[src/rtl/pwm_update_sequencer.sv]
// pwm_update_sequencer
//
// Takes one PWM update command (three duty values, a period and a deadband)
// and turns it into a fixed burst of ten Avalon-MM writes to a modulator
// slave. The burst order is low0, high0, low1, high1, low2, high2, period,
// latch-at-zero, latch-at-max and finally a commit write to address 0xF.
//
// Optional feature macro: PWM_SEQ_DEADBAND_EN
//   defined   : low_i = d_i - deadband (floor 0), high_i = d_i + deadband (ceiling 0xFFFF)
//   undefined : deadband is ignored, low_i = high_i = d_i
//
// Ports
//   clk             : sole clock, rising edge
//   reset           : asynchronous, active-high reset
//   cmd_valid       : command present
//   cmd_ready       : sequencer idle; command taken when cmd_valid & cmd_ready
//   cmd_duty0..2    : per-phase duty compare values
//   cmd_period      : modulator max counter value
//   deadband        : deadtime half-width in counter ticks
//   MMM_addr        : Avalon-MM address to modulator
//   MMM_write       : write strobe, high throughout the burst
//   MMM_writedata   : write data, upper 16 bits always zero
//   MMM_waitrequest : slave stall
//   busy            : high whenever not idle
//   done            : one-cycle pulse after the commit write is accepted
module pwm_update_sequencer #(
  parameter logic [15:0] UPDATE_ON0   = 16'd1,
  parameter logic [15:0] UPDATE_ONMAX = 16'd0
) (
  input  logic        clk,
  input  logic        reset,
  input  logic        cmd_valid,
  output logic        cmd_ready,
  input  logic [15:0] cmd_duty0,
  input  logic [15:0] cmd_duty1,
  input  logic [15:0] cmd_duty2,
  input  logic [15:0] cmd_period,
  input  logic [15:0] deadband,
  output logic [3:0]  MMM_addr,
  output logic        MMM_write,
  output logic [31:0] MMM_writedata,
  input  logic        MMM_waitrequest,
  output logic        busy,
  output logic        done
);

  typedef enum logic [1:0] {StIdle, StCalc, StWrite, StDone} state_e;

  localparam logic [3:0] LastBeat = 4'd9;

  state_e           state_q;
  logic [2:0][15:0] duty_q;
  logic [15:0]      period_q;
  logic [2:0][15:0] lo_q;
  logic [2:0][15:0] hi_q;
  logic [3:0]       beat_q;
  logic [3:0]       addr_q;
  logic [15:0]      wdata_q;
  logic             write_q;
  logic             done_q;

  logic [2:0][15:0] d_c;
  logic [2:0][15:0] lo_c;
  logic [2:0][15:0] hi_c;
  logic [3:0]       beat_nx;
  logic [3:0]       nx_addr;
  logic [15:0]      nx_data;

`ifdef PWM_SEQ_DEADBAND_EN
  logic [15:0]      deadband_q;
  logic [2:0][16:0] diff_c;
  logic [2:0][16:0] sum_c;
`else
  logic             unused_deadband;
  assign unused_deadband = ^deadband;
`endif

  // Clamp duty to period, then widen by the deadband with saturation.
  always_comb begin
    d_c  = '0;
    lo_c = '0;
    hi_c = '0;
`ifdef PWM_SEQ_DEADBAND_EN
    diff_c = '0;
    sum_c  = '0;
`endif
    for (int i = 0; i < 3; i++) begin
      d_c[i] = (duty_q[i] > period_q) ? period_q : duty_q[i];
`ifdef PWM_SEQ_DEADBAND_EN
      // 17-bit intermediates: bit 16 flags borrow / carry out.
      diff_c[i] = {1'b0, d_c[i]} - {1'b0, deadband_q};
      sum_c[i]  = {1'b0, d_c[i]} + {1'b0, deadband_q};
      lo_c[i]   = diff_c[i][16] ? 16'h0000 : diff_c[i][15:0];
      hi_c[i]   = sum_c[i][16]  ? 16'hFFFF : sum_c[i][15:0];
`else
      lo_c[i] = d_c[i];
      hi_c[i] = d_c[i];
`endif
    end
  end

  // Address/data of the beat following the current one. Beat 0 is loaded
  // straight from the CALC results, so only beats 1..9 are decoded here.
  always_comb begin
    beat_nx = beat_q + 4'd1;
    nx_addr = 4'h0;
    nx_data = lo_q[0];
    case (beat_nx)
      4'd1: begin nx_addr = 4'h1; nx_data = hi_q[0];     end
      4'd2: begin nx_addr = 4'h2; nx_data = lo_q[1];     end
      4'd3: begin nx_addr = 4'h3; nx_data = hi_q[1];     end
      4'd4: begin nx_addr = 4'h4; nx_data = lo_q[2];     end
      4'd5: begin nx_addr = 4'h5; nx_data = hi_q[2];     end
      4'd6: begin nx_addr = 4'h8; nx_data = period_q;    end
      4'd7: begin nx_addr = 4'h9; nx_data = UPDATE_ON0;  end
      4'd8: begin nx_addr = 4'hA; nx_data = UPDATE_ONMAX; end
      4'd9: begin nx_addr = 4'hF; nx_data = 16'd1;       end
      default: ;
    endcase
  end

  always_ff @(posedge clk or posedge reset) begin
    if (reset) begin
      state_q    <= StIdle;
      duty_q     <= '0;
      period_q   <= '0;
`ifdef PWM_SEQ_DEADBAND_EN
      deadband_q <= '0;
`endif
      lo_q       <= '0;
      hi_q       <= '0;
      beat_q     <= '0;
      addr_q     <= '0;
      wdata_q    <= '0;
      write_q    <= 1'b0;
      done_q     <= 1'b0;
    end else begin
      unique case (state_q)
        StIdle: begin
          if (cmd_valid) begin
            duty_q     <= {cmd_duty2, cmd_duty1, cmd_duty0};
            period_q   <= cmd_period;
`ifdef PWM_SEQ_DEADBAND_EN
            deadband_q <= deadband;
`endif
            state_q    <= StCalc;
          end
        end
        StCalc: begin
          lo_q    <= lo_c;
          hi_q    <= hi_c;
          beat_q  <= '0;
          addr_q  <= 4'h0;
          wdata_q <= lo_c[0];
          write_q <= 1'b1;
          state_q <= StWrite;
        end
        StWrite: begin
          // Outputs only move on an accepted beat, so they hold during a stall.
          if (!MMM_waitrequest) begin
            if (beat_q == LastBeat) begin
              write_q <= 1'b0;
              done_q  <= 1'b1;
              state_q <= StDone;
            end else begin
              beat_q  <= beat_nx;
              addr_q  <= nx_addr;
              wdata_q <= nx_data;
            end
          end
        end
        StDone: begin
          done_q  <= 1'b0;
          state_q <= StIdle;
        end
        default: state_q <= StIdle;
      endcase
    end
  end

  assign cmd_ready     = (state_q == StIdle);
  assign busy          = (state_q != StIdle);
  assign done          = done_q;
  assign MMM_write     = write_q;
  assign MMM_addr      = addr_q;
  assign MMM_writedata = {16'h0000, wdata_q};

endmodule

[config.mk]
export PLATFORM = sky130hd
export DESIGN_NAME = pwm_update_sequencer
export DESIGN_NICKNAME = d
export VERILOG_FILES = /design/src/rtl/pwm_update_sequencer.sv
export SDC_FILE = /design/constraint.sdc
export NUM_CORES = 1
export LEC_CHECK = 0
export CORE_MARGIN = 10
export CORE_UTILIZATION = 45
export CTS_BUF_LIST = sky130_fd_sc_hd__clkbuf_16
export CTS_CLUSTER_DIAMETER = 120
export DETAILED_ROUTE_END_ITERATION = 8
export PLACE_DENSITY = 0.8
export SYNTH_ARGS = -nofsm -noshare
export SYNTH_HDL_FRONTEND = slang
export SYNTH_SLANG_ARGS = --single-unit
[constraint.sdc]
create_clock -name clk -period 13 [get_ports clk]
set_input_delay 2.6 -clock clk [delete_from_list [all_inputs] [get_ports clk]]
set_output_delay 2.6 -clock clk [all_outputs]
set_load 0.005 [all_outputs]
==> impl_metrics.env <==
export IMPL_hold_buffers=0
export IMPL_tightest_slew_ns=1.24
export IMPL_hpwl_um=14400
export IMPL_wl_um=20700
export IMPL_seq_area_sq_mm=0.00350
export IMPL_final_setup_viol_count=0
export IMPL_grt_use_total=0.175
export IMPL_holdPathEnd="wdata_q[3]$_DFFE_PP0P_"
export IMPL_diodes=0
export IMPL_holdCritPathClass="register to register"
export IMPL_yosys_area_top_type="dfrtp_1"
export IMPL_clkTransAtPathRegs_ns=0.06
export IMPL_clock_skew_ns=0.00618
export IMPL_period_minus_slack_ns=4.46
export IMPL_gr_total_overflow=0
export IMPL_cp_buffers_inverters=1
export IMPL_maxCapViolations=0
export IMPL_min_from="hi_q[3]$_DFFE_PP0N_"
export IMPL_wire_per_inst_um=19.6
export IMPL_nets=960
export IMPL_setup_worst_path_end_class="register"
export IMPL_netlist_area_sq_mm=0.00786
export IMPL_htree_levels=4
export IMPL_multiInputGateArea_sq_mm=0.00400
export IMPL_crit_type="primary input to register"
export IMPL_dr_total_vias=6243
export IMPL_maxSlewViolCount=0
export IMPL_crit_path_top_delay_cell="nor3_2"
export IMPL_cts_resized=0
export IMPL_ys_seq_elements=140
export IMPL_critPathTopFamily="simple AND/OR/NAND/NOR gates"
export IMPL_dpl_cell_count=1024
export IMPL_rsz0062_at_grt="no"
export IMPL_clockBufferDepth=2
export IMPL_synth_edff_count=0
export IMPL_rows=48
export IMPL_syn_instance_count=741
export IMPL_clock_fmax_mhz=224
export IMPL_irDropWorstVdd_uv=138
export IMPL_n_fill_cell=1438
export IMPL_yosysSeqAreaShare=0.446
export IMPL_layout_common_cells="140 x dfrtp_1, 91 x clkdlybuf4s50_1, 67 x a21oi_1"
export IMPL_cts_tree="built"
export IMPL_crit_arrival_ns=4.79
export IMPL_powerDensity_mw_per_mm2=296
export IMPL_ant_nets=0
export IMPL_setup_tns_ns=0
export IMPL_crit_required_ns=13.33
export IMPL_first_pass_iters=5
export IMPL_clk_latency_ns=0.43
export IMPL_whs_path_depth=2
export IMPL_drive_gt1_frac=0.137
export IMPL_post_cts_buffers=0
export IMPL_stdcell_count=1056
export IMPL_coreArea_sq_mm=0.0172
export IMPL_synth_top_area_share=0.446
export IMPL_area_growth_pct=20.6
export IMPL_finalHoldViolCount=0
export IMPL_startpoint_type="primary input"
export IMPL_synth_async_reset_ratio=1.00
export IMPL_grt_antenna_before_repair=0
export IMPL_p_leak_nw=4.14
export IMPL_yosys_warnings=0
export IMPL_die_area_sq_mm=0.0231
export IMPL_syn_area_per_cell_sq_um=10.6
export IMPL_start_util=0.456
export IMPL_path_max_fanout=15
export IMPL_synth_ff_type="dfrtp_1"
export IMPL_timing_rr_end="hi_q[7]$_DFFE_PP0N_"
export IMPL_grt_pass1_wl_um=33700
export IMPL_r2r_start="period_q[14]$_DFFE_PP0P_"
export IMPL_ff2ff_setup_slack_ns=9.53
export IMPL_status="completed"
export IMPL_ioPinCount=124
export IMPL_reg2regPathDepth=8
export IMPL_viasPerCell=5.91
export IMPL_crit_chain="clkdlybuf4s50_1 > nor2b_1 > o21a_1 > nand2_1 > nor3_2 > a221oi_1 > o211ai_1"
export IMPL_relSlewSlack=0.172
export IMPL_grt_pass1_vias=6381
export IMPL_synth_area_leaders="dfrtp_1 45%, ha_1 9.2%, mux2_2 9.2%"
export IMPL_min_period_over_period=0.343
export IMPL_yosysUniqueCellTypes=52
export IMPL_die_h_um=152
export IMPL_drc_errors=0
export IMPL_cts_buffers=17
export IMPL_grt_max_degree=99
export IMPL_cp_slowest_stage_delay_ns=0.88
export IMPL_die_w_um=152
export IMPL_cts_root_buffer="clkbuf_16"
export IMPL_drt_initial_drc_count=616
export IMPL_io_buffer_count=91
export IMPL_finalWeightedCongestion=0.903
export IMPL_cts_sinks=140
export IMPL_final_common_cell="dfrtp_1"
cell families after synthesis:
| logic type | Yosys count | synth area share |
|---|---|---|
| compound gates | 189 | 0.158 |
| fa+ha+maj | 58 | 0.0924 |
| other cells | 1 | 0.000477 |
| flops | 140 | 0.446 |
| simple gates | 154 | 0.0912 |
| xor+xnor | 4 | 0.00542 |
| buf+inv | 82 | 0.0525 |
| mux | 113 | 0.154 |
per-stage QoR:
| stage | power (mW) | area [sq um] | utilization | hold slack (ns) | worst slack (ns) |
|---|---|---|---|---|---|
| global placement | 2.19 | 8860 | 0.514 | 0.482 | 8.17 |
| global route | 2.99 | 9480 | 0.550 | 0.529 | 8.44 |
| detailed placement | 2.25 | 8860 | 0.514 | 0.486 | 8.20 |
| finish | 2.81 | 9480 | 0.550 | 0.501 | 8.54 |
| floorplan | 1.88 | 7910 | - | 0.467 | 6.65 |
| CTS | 2.79 | 9480 | 0.550 | 0.500 | 8.61 |
layout make-up:
cell class,instances,area share
sequential,140,0.370
inverter,27,0.0112
clock inverter,15,0.0207
multi-input combinational,534,0.422
tap,225,0.0297
timing repair buffer,98,0.102
clock buffer,17,0.0449
how the worst max path moves through the flow:
stage,cells after the start,to,start,slack [ns]
6_report,7,wdata_q[14]$_DFFE_PP0P_,MMM_waitrequest,8.54
2_1_floorplan,1,MMM_addr[0]$_DFFE_PP0P_,reset,6.65
5_1_grt,7,wdata_q[6]$_DFFE_PP0P_,MMM_waitrequest,8.44
3_3_place_gp,7,wdata_q[15]$_DFFE_PP0P_,MMM_waitrequest,8.17
4_1_cts,4,busy,state_q[0]$_DFFE_PP0P_,8.61
3_5_place_dp,7,wdata_q[11]$_DFFE_PP0P_,MMM_waitrequest,8.20
routing by layer:
| layer | up-vias | GRT usage | share of wire |
|---|---|---|---|
| li1 | 2847 | - | - |
| met1 | 3009 | 0.224 | 0.43 |
| met2 | 333 | 0.272 | 0.46 |
| met3 | 54 | 0.0500 | 0.084 |
| met4 | 0 | 0.0743 | 0.025 |
| met5 | - | 0 | 0 |
state kept, by name, indices dropped and copies added, names as in the netlist:
name       flops
MMM_addr       4
MMM_write      1
beat_q         4
done           1
duty_q        48
hi_q          48
period_q      16
state_q        2
wdata_q       16
worst register-to-register path: cells and delay by family, from the launching register on:
kind            cells  cell delay [ns]
compound gates      3             1.31
fa+ha+maj           1             0.34
buf+inv             1             0.16
flops               1             0.53
mux                 1             0.34
simple gates        2             0.64
Yosys cell counts (all sizes together), types with 3 or more instances:
library cell    n
buf            27
a22oi          31
a221oi         17
o31ai           4
o21ai          35
inv            27
nor3            4
nand4           8
mux2i          49
nor2b           6
a21o            3
o211ai         20
nand3          27
nand2b          4
xnor2           3
and2            3
nor2           56
ha             58
nand2          35
mux2           64
nor4            3
dfrtp         140
a211oi          3
clkbuf         28
a21oi          67
report_power, final:
group          internal (mW)  total [mW]  leakage [nW]  switching (mW)
clock network          0.321       0.512         0.303           0.192
logic                  0.649        1.39          2.21           0.736
registers              0.657       0.908          1.64           0.252
total                   1.63        2.81          4.14            1.18
(Power assumes the default switching activity.)
